## src/rtl/simd_data_mover_pkg.sv

```systemverilog
// Shared types for the SIMD BRAM<->PE data mover.
// Command opcodes and controller states.
package simd_data_mover_pkg;

  typedef enum logic {
    OP_LOAD  = 1'b0,
    OP_STORE = 1'b1
  } op_e;

  typedef enum logic [1:0] {
    IDLE  = 2'd0,
    ISSUE = 2'd1,
    DRAIN = 2'd2,
    FIN   = 2'd3
  } state_e;

endpackage

```

## src/rtl/simd_data_mover_rd_latency_pipe.sv

```systemverilog
// In-flight read tracker: RD_LAT-deep shift register of {valid, idx}.
// Never stalls; the last stage lines up with BRAM read data.
module rd_latency_pipe #(
  parameter int RD_LAT = 2,
  parameter int LEN_W  = 5
) (
  input  logic             CLK,
  input  logic             RSTN,
  input  logic             in_vld,
  input  logic [LEN_W-1:0] in_idx,
  output logic             out_vld,
  output logic [LEN_W-1:0] out_idx,
  output logic             drained
);

  logic [RD_LAT-1:0] vld_q;
  logic [LEN_W-1:0]  idx_q [RD_LAT];

  always_ff @(posedge CLK or negedge RSTN) begin
    if (!RSTN) begin
      vld_q <= '0;
      for (int i = 0; i < RD_LAT; i++) idx_q[i] <= '0;
    end else begin
      vld_q[0] <= in_vld;
      idx_q[0] <= in_idx;
      for (int i = 1; i < RD_LAT; i++) begin
        vld_q[i] <= vld_q[i-1];
        idx_q[i] <= idx_q[i-1];
      end
    end
  end

  assign out_vld = vld_q[RD_LAT-1];
  assign out_idx = idx_q[RD_LAT-1];

  // High when only the output stage can still hold a beat
  generate
    if (RD_LAT > 1) begin : g_deep
      assign drained = !in_vld && !(|vld_q[RD_LAT-2:0]);
    end else begin : g_one
      assign drained = !in_vld;
    end
  endgenerate

endmodule

```

## src/rtl/simd_data_mover.sv

```systemverilog
// Parametrised BRAM<->PE data mover: one LOAD/STORE burst at a time,
// one word per cycle over BRAM port B.
module simd_data_mover
  import simd_data_mover_pkg::*;
#(
  parameter int NUM_PE = 4,
  parameter int DATA_W = 32,
  parameter int ADDR_W = 13,
  parameter int LEN_W  = 5,
  parameter int RD_LAT = 2
) (
  input  logic                     CLK,
  input  logic                     RSTN,
  input  logic                     CMD_VALID,
  output logic                     CMD_READY,
  input  logic                     CMD_OP,
  input  logic [ADDR_W-1:0]        CMD_BASE,
  input  logic [LEN_W-1:0]         CMD_LEN,
  input  logic [NUM_PE-1:0]        CMD_PE_MASK,
  output logic                     BUSY,
  output logic                     DONE,
  output logic [ADDR_W-1:0]        addrb,
  output logic [DATA_W-1:0]        dinb,
  input  logic [DATA_W-1:0]        doutb,
  output logic                     enb,
  output logic [DATA_W/8-1:0]      web,
  output logic [NUM_PE*DATA_W-1:0] PE_DIN,
  output logic [NUM_PE-1:0]        PE_DIN_VLD,
  output logic [LEN_W-1:0]         PE_DIN_IDX,
  input  logic [NUM_PE*DATA_W-1:0] PE_DOUT
);

  localparam int SEL_W = (NUM_PE > 1) ? $clog2(NUM_PE) : 1;

  state_e              state;
  op_e                 op_q;
  logic [LEN_W-1:0]    len_q;
  logic [LEN_W-1:0]    k_q;
  logic [NUM_PE-1:0]   mask_q;
  logic [SEL_W-1:0]    sel_q;
  logic                last_k;
  logic                rd_issue;
  logic                pipe_vld;
  logic [LEN_W-1:0]    pipe_idx;
  logic                pipe_drained;

  assign last_k   = (k_q == len_q - LEN_W'(1));
  assign rd_issue = enb && !web[0];

  always_ff @(posedge CLK or negedge RSTN) begin
    if (!RSTN) begin
      state     <= IDLE;
      op_q      <= OP_LOAD;
      len_q     <= '0;
      k_q       <= '0;
      mask_q    <= '0;
      sel_q     <= '0;
      addrb     <= '0;
      enb       <= 1'b0;
      web       <= '0;
      CMD_READY <= 1'b1;
      BUSY      <= 1'b0;
      DONE      <= 1'b0;
    end else begin
      DONE <= 1'b0;
      unique case (state)
        IDLE: begin
          if (CMD_VALID) begin
            op_q      <= op_e'(CMD_OP);
            len_q     <= CMD_LEN;
            mask_q    <= CMD_PE_MASK;
            k_q       <= '0;
            sel_q     <= '0;
            addrb     <= CMD_BASE;
            CMD_READY <= 1'b0;
            BUSY      <= 1'b1;
            if (CMD_LEN == '0) begin
              state <= FIN;
              DONE  <= 1'b1;
            end else begin
              state <= ISSUE;
              enb   <= 1'b1;
              web   <= {(DATA_W/8){CMD_OP}};
            end
          end
        end
        ISSUE: begin
          if (last_k) begin
            enb <= 1'b0;
            web <= '0;
            if (op_q == OP_STORE) begin
              state <= FIN;
              DONE  <= 1'b1;
            end else begin
              state <= DRAIN;
            end
          end else begin
            k_q   <= k_q + LEN_W'(1);
            addrb <= addrb + ADDR_W'(1);
            // PE select tracks k mod NUM_PE without a divider
            if (sel_q == SEL_W'(NUM_PE - 1)) sel_q <= '0;
            else sel_q <= sel_q + SEL_W'(1);
          end
        end
        DRAIN: begin
          if (pipe_drained) begin
            state <= FIN;
            DONE  <= 1'b1;
          end
        end
        FIN: begin
          state     <= IDLE;
          CMD_READY <= 1'b1;
          BUSY      <= 1'b0;
        end
        default: state <= IDLE;
      endcase
    end
  end

  rd_latency_pipe #(
    .RD_LAT (RD_LAT),
    .LEN_W  (LEN_W)
  ) u_pipe (
    .CLK     (CLK),
    .RSTN    (RSTN),
    .in_vld  (rd_issue),
    .in_idx  (k_q),
    .out_vld (pipe_vld),
    .out_idx (pipe_idx),
    .drained (pipe_drained)
  );

  always_comb begin
    dinb = '0;
    if (web[0]) dinb = PE_DOUT[int'(sel_q)*DATA_W +: DATA_W];
  end

  always_comb begin
    PE_DIN     = '0;
    PE_DIN_VLD = '0;
    for (int i = 0; i < NUM_PE; i++) begin
      if (pipe_vld && mask_q[i]) begin
        PE_DIN_VLD[i]                = 1'b1;
        PE_DIN[i*DATA_W +: DATA_W]   = doutb;
      end
    end
  end

  assign PE_DIN_IDX = pipe_idx;

endmodule

```

## config.mk

```make
export PLATFORM = sky130hd
export DESIGN_NAME = simd_data_mover
export DESIGN_NICKNAME = d
export VERILOG_FILES = /design/src/rtl/simd_data_mover_pkg.sv /design/src/rtl/simd_data_mover_rd_latency_pipe.sv /design/src/rtl/simd_data_mover.sv
export SDC_FILE = /design/constraint.sdc
export NUM_CORES = 1
export LEC_CHECK = 0
export CAP_MARGIN = 20
export CORE_AREA = 5 5 144 146
export CTS_BUF_LIST = sky130_fd_sc_hd__clkbuf_4 sky130_fd_sc_hd__clkbuf_8
export DETAILED_ROUTE_END_ITERATION = 12
export DIE_AREA = 0 0 149 151
export PLACE_DENSITY = 0.69
export RECOVER_POWER = 50
export SYNTH_ARGS = -nofsm -noshare
export SYNTH_HDL_FRONTEND = slang
export SYNTH_HIERARCHICAL = 1
export SYNTH_SLANG_ARGS = --single-unit
export TNS_END_PERCENT = 100
```

## constraint.sdc

```tcl
create_clock -name CLK -period 4.49 [get_ports CLK]
set_clock_uncertainty 0.15 [all_clocks]
set_input_delay 0.6735 -clock CLK [delete_from_list [all_inputs] [get_ports CLK]]
set_output_delay 0.6735 -clock CLK [all_outputs]
set_load 0.01 [all_outputs]
```

==> metrics.md, run 1 <==
| Metric | Value |
|---|---|
| Outcome | `complete, but fails checks` |
| Violated checks | `capacitance limit, slew limit` |
| WP data required | `about 3700 ps` |
| Mux contribution to synthesized area | `~17%` |
| Power Density | `520 nW/um^2` |
| Root Buffer | `clkbuf_8` |
| Num CTS Buffers | `5` |
| CP max-delay cell | `dfrtp_2` |
| WHS | `approximately 200 ps` |
| EDFF count, synth | `0` |
| Crit Path Max Fanout | `between 80 and 90` |
| Hold path depth | `0` |
| Post-layout minimum cycle time | `about 3400 ps` |
| Rows | `just over 50` |
| Reg-to-Reg End | `addrb[7]$_DFFE_PN0P_` |
| Count of final setup violators | `0` |
| FF-to-FF Start | `state[0]$_DFFE_PN0P_` |
| Hold_buf cts | `0` |
| Final nets | `approximately 1100` |
| Leak | `3.71 nW` |
| Filler cells | `1938` |
| Port Buf Inserts | `375` |
| Crit path DAT | `approximately 2600 ps` |
| Setup TNS | `0 ps` |
| Synth Area in XOR/XNOR | `under 10%` |
| CTS tree | `yes` |
| Ordered cell list for the critical path | `buf_4 > and3_1 > clkdlybuf4s50_1` |
| Prevailing post-synth register cell | `dfrtp_1` |
| FMAX | `~300 MHz` |
| Post-synthesis register bit count | `~50` |
| Period utilisation layout | `about three quarters` |
| Largest net degree at the start of global routing | `89` |
| DR vias | `roughly 5400` |
| Share of post-route cells with drive strength above 1 | `roughly 6.5%` |
| Max rail drop VDD | `around 0.24 mV` |
| Die extent in x | `149 um` |
| Worst R2R Setup Slack | `roughly 1400 ps` |
| Yosys warns | `6` |
| Depth of the worst register-to-register path | `8` |
| Clock-pin slew on the worst setup and hold paths | `90 ps` |
| Final HPWL DP | `between 15 and 20 mm` |
| CTS sink count | `roughly 50` |
| Area fraction in compound gates after synthesis | `approximately an eighth` |
| Fraction of registers with async set or reset after synthesis | `100%` |
| Ports | `around 380` |
| Setup ws final | `roughly 1100 ps` |
| Post-route DRC | `0` |
| GR Overflow Total | `0` |
| Sequential share of the synthesized area | `about a quarter` |
| Simple-Gate Fraction of Synth Area | `33.5%` |
| Mapped Nets | `approximately 730` |
| Total GRT Usage | `between 15 and 20%` |
| Final ANT Viol Nets | `0` |
| Setup CP Type | `flip-flop to output port` |
| Syn Inst Count | `534` |
| Place WS | `~1300 ps` |
| Largest family of logic cells by synthesized area | `simple AND/OR/NAND/NOR gates` |
| Total wire length | `around 22 mm` |
| Final hold vios | `0` |
| CP Launch Type | `flip-flop` |
| Gates resized, CTS repair | `0` |
| Area grow syn2layout | `83.6%` |
| Worst hold path endpoint | `u_pipe/out_idx[4]$_DFF_PN0_` |
| Vias in the first global route | `5154` |
| 1st-iter DRT viols | `~200` |
| RSZ-0062 raised after global routing | `no` |
| Wire per inst | `~19 um` |
| Post-Syn Area | `around 4700 um^2` |
| Worst Max-Slew Pin Slew | `approximately 2700 ps` |
| Die area | `~22000 um^2` |
| Min-delay src | `u_pipe/idx_q[9]$_DFF_PN0_` |
| Initial antenna violation count | `3` |
| Clock Path Buffers | `2` |
| DR pass1 iterations | `4` |
| Adder-cell share of the synthesized area | `under 10%` |
| First-pass GRT wire length | `roughly 32 mm` |
| Slowest cell delay on critical path | `approximately 1000 ps` |
| Final Slew Violations | `50` |
| Rel. slew slack | `-77.6%` |
| Vias/cell | `between 4 and 5` |
| Initial Utilization | `between 20% and 30%` |
| Chip height | `approximately 150 um` |
| Core Util, Final | `between 40% and 50%` |
| Cell variety after synth | `a little under 60` |
| Total power draw | `approximately 4.5 mW` |
| Worst hold path type | `flip-flop to flip-flop` |
| Setup bufs post-CTS | `0` |
| Mapped Avg Cell Area | `around 8.8 um^2` |
| H-tree depth | `2` |
| Max-capacitance violation count | `1` |
| CORE AREA | `between 15000 and 20000 um^2` |
| CP endpoint kind | `output port` |
| Worst-Skew Late Latency | `300 ps` |
| Gp weighted congestion | `roughly 0.95` |
[worst max-delay path, delay by kind of cell, from the launching register on]
kind / cells / cell delay, ps
DFF: 1 / 1020
buffers and inverters: 2 / 1000
and+or+nand+nor: 1 / 200
[per-stage QoR]
stage	cells	instance area [um^2]
floorplan	534	4700
global placement	1119	8540
detailed placement	1119	8540
CTS	1127	8630
global route	1131	8630
finish	1131	8630
[Yosys cell counts, drive strengths merged (6+ instances only)]
master / number / area share (%)
nand4: 6 / 0.80
ha: 8 / 2.1
mux4: 32 / 15
dfrtp: 48 / 26
nor3: 8 / 0.85
and3: 133 / 18
mux2i: 9 / 1.9
o21ai: 18 / 2.0
nor2: 13 / 1.0
clkbuf: 42 / 3.4
nand2: 43 / 3.4
nor2b: 8 / 1.1
inv: 11 / 0.88
and2: 40 / 5.3
nand3: 13 / 1.4
a21oi: 18 / 1.9
buf: 20 / 2.9
[worst max-delay path by stage]
stage / start / endpoint / slack, ps / cells after the start
after floorplan: sel_q[0]$_DFFE_PN0P_ / dinb[10] / 2110 / 4
after CTS: sel_q[0]$_DFFE_PN0P_ / dinb[22] / 1070 / 4
final: u_pipe/vld_q[1]$_DFF_PN0_ / PE_DIN[86] / 1090 / 3
after global routing: RSTN / sel_q[0]$_DFFE_PN0P_ / 690 / 2
after detailed placement: PE_DOUT[113] / dinb[17] / 1310 / 4
after global placement: PE_DOUT[113] / dinb[17] / 1350 / 4
[metal layers]
layer | vias up | share of wire [%] | GRT usage, %
met1 | 2595 | 40 | 23.0
li1 | 2626 | - | -
met3 | 10 | 7.0 | 3.44
met5 | - | 0 | 0
met2 | 202 | 52 | 31.4
met4 | 0 | 0.70 | 3.89
[state kept, by name, summed over array words and instances (netlist names)]
register	count
BUSY	1
CMD_READY	1
DONE	1
addrb	13
enb	1
k_q	5
len_q	5
mask_q	4
op_q	1
sel_q	2
state	2
u_pipe/idx_q	5
u_pipe/out_idx	5
u_pipe/vld_q	2
web	1
[report_power, final]
part           internal (mW)  switching [mW]
clock network          0.111           0.158
logic                   1.74            1.44
registers              0.626           0.412
total                   2.48            2.01
[final cells by class]
| cell class | instances | area, um^2 | share of cell area, % |
|---|---|---|---|
| antenna | 3 | 7.51 | 0.0870 |
| clock buffer | 5 | 68.8 | 0.798 |
| clock inverter | 3 | 21.3 | 0.247 |
| inverter | 11 | 41.3 | 0.479 |
| multi-input combinational | 412 | 3130 | 36.3 |
| sequential | 49 | 1230 | 14.3 |
| tap | 265 | 332 | 3.84 |
| timing repair buffer | 383 | 3800 | 44.0 |
[cells by family (layout without fill, tap and decap cells)]
kind of cell	Yosys count	count (layout)
flops	49	49
compound gates	82	82
other cells	0	3
fa+ha+maj	8	8
xor+xnor	5	5
simple gates	276	276
mux	41	41
buf+inv	73	402
[cell usage in the layout, fill, tap and decap left out, drive strengths merged, types with 9 or more instances in the layout]
| cell type | instances |
|---|---|
| nor2 | 13 |
| and2 | 40 |
| nand3 | 13 |
| a21oi | 18 |
| clkdlybuf4s50 | 335 |
| nand2 | 43 |
| dfrtp | 48 |
| inv | 12 |
| and3 | 133 |
| dlygate4sd3 | 39 |
| o21ai | 18 |
| mux2i | 9 |
| mux4 | 32 |
(Power assumes the default switching activity.)
==> run 2: changes to the inputs <==
clock period = 3.3 ns   (was 4.49 ns; I/O delays follow)
==> metrics.md, run 2 (synthesized netlist as in run 1, its figures left out) <==
| Metric | Value |
|---|---|
| Outcome | `complete, but fails checks` |
| Violated checks | `capacitance limit, slew limit` |
| Worst R2R Setup Slack | `450 ps` |
| CP endpoint kind | `output port` |
| FF-to-FF Start | `state[0]$_DFFE_PN0P_` |
| Crit Path Max Fanout | `30` |
| Clock-pin slew on the worst setup and hold paths | `roughly 90 ps` |
| Vias in the first global route | `between 5000 and 6000` |
| WP data required | `2650 ps` |
| Largest Register | `addrb` |
| Most frequent cells in the layout | `327 x clkdlybuf4s50_1, 133 x and3_1, 47 x dlygate4sd3_1` |
| Top delay family on crit path | `buffers and inverters` |
| Ports | `around 380` |
| Wire per inst | `~19 um` |
| Total power draw | `just over 6 mW` |
| Ordered cell list for the critical path | `buf_12 > mux4_2 > and2_1 > clkdlybuf4s50_1` |
| Depth of the worst register-to-register path | `6` |
| Vias/cell | `~4.8` |
| Post-route DRC | `0` |
| Final hold vios | `0` |
| Period utilisation layout | `between 90% and 100%` |
| Final std cells w/o fill | `1144` |
| Crit path DAT | `about 2300 ps` |
| Share of post-route cells with drive strength above 1 | `approximately 7.5%` |
| First-pass GRT wire length | `between 30 and 40 mm` |
| Reg-to-Reg End | `k_q[2]$_DFFE_PN0P_` |
| Final Slew Violations | `35` |
| Dpl cells | `1132` |
| Gp weighted congestion | `0.891` |
| Setup bufs post-CTS | `0` |
| 1st-iter DRT viols | `roughly 300` |
| RSZ-0062 raised after global routing | `no` |
| Die area | `roughly 22000 um^2` |
| Rel. slew slack | `-24.3%` |
| Hold path depth | `0` |
| Hold_buf cts | `0` |
| Final nets | `1068` |
| Final ANT Viol Nets | `0` |
| FMAX | `around 340 MHz` |
| Post-layout minimum cycle time | `2980 ps` |
| Total GRT Usage | `between 10% and 20%` |
| Port Buf Inserts | `375` |
| GR Overflow Total | `0` |
| Initial Utilization | `24.4%` |
| Slowest cell delay on critical path | `between 500 and 600 ps` |
| Largest net degree at the start of global routing | `62` |
| Setup TNS | `0 ps` |
| Max-capacitance violation count | `1` |
| DR vias | `roughly 5500` |
| Worst-Skew Late Latency | `~300 ps` |
| CTS sink count | `between 40 and 50` |
| Rows | `51` |
| CTS tree | `yes` |
| Setup CP Type | `flip-flop to output port` |
| H-tree depth | `2` |
| Gates resized, CTS repair | `0` |
| Worst hold path endpoint | `u_pipe/out_idx[4]$_DFF_PN0_` |
| Chip height | `151 um` |
| CORE AREA | `~19000 um^2` |
| Leak | `approximately 3.8 nW` |
| Max reg flops | `13` |
| Commonest non-fill, non-tap cell in the layout | `clkdlybuf4s50_1` |
| Root Buffer | `clkbuf_8` |
| Initial antenna violation count | `5` |
| Min-delay src | `u_pipe/idx_q[9]$_DFF_PN0_` |
| Final HPWL DP | `17.7 mm` |
| Total wire length | `about 22 mm` |
| DR pass1 iterations | `4` |
| Worst Max-Slew Pin Slew | `approximately 1900 ps` |
| Num CTS Buffers | `5` |
| CP Buf/Inv Count | `2` |
| CP max-delay cell | `mux4_2` |
| Max rail drop VDD | `approximately 0.34 mV` |
| CP Launch Type | `flip-flop` |
| Die extent in x | `about 150 um` |
| Worst hold path type | `flip-flop to flip-flop` |
| Power Density | `approximately 710 nW/um^2` |
| Clock Path Buffers | `2` |
| Count of final setup violators | `0` |
| Area grow syn2layout | `85.7%` |
-- run 2: per-stage QoR --
step / hold WS [ps] / worst slack [ps] / utilization (%) / instance area [um^2]
global placement: 186 / 524 / 45.0 / 8660
global route: 216 / 218 / 45.3 / 8730
CTS: 142 / 289 / 45.4 / 8750
floorplan: 49.4 / 1100 / - / 4700
finish: 204 / 323 / 45.3 / 8730
detailed placement: 185 / 525 / 45.0 / 8660
-- run 2: worst max-delay path by stage --
stage                         startpoint       end  slack (ps)  cells after the start
global placement             PE_DOUT[97]   dinb[1]         520                      4
CTS                 sel_q[0]$_DFFE_PN0P_  dinb[22]         290                      4
floorplan           sel_q[0]$_DFFE_PN0P_  dinb[10]        1100                      4
finish              sel_q[0]$_DFFE_PN0P_  dinb[22]         320                      4
detailed placement           PE_DOUT[97]   dinb[1]         520                      4
global route        sel_q[0]$_DFFE_PN0P_  dinb[22]         220                      4
-- run 2: where the power goes --
part | total (mW) | leakage (nW) | switching [mW] | internal [mW]
sequential | 1.17 | 0.596 | 0.310 | 0.857
combinational | 4.65 | 3.16 | 2.20 | 2.44
clock | 0.366 | 0.0409 | 0.208 | 0.158
-- run 2: layer usage --
metal | vias up | part of all wire, % | global-route usage, %
met4 | 2 | 1.7 | 5.68
met2 | 244 | 51 | 30.8
met1 | 2606 | 39 | 22.3
met3 | 26 | 8.1 | 4.07
li1 | 2643 | - | -
met5 | - | 0.050 | 0
-- run 2: cell type report --
class                   count  area, um^2
fillers                  1934       10500
diodes                      4        10.0
multi-input cells         412        3110
inverters                  11        41.3
well taps                 265         332
repair buffers            395        3920
flip-flops and latches     49        1230
clock buffers               6        76.3
clock inverters             2        15.0
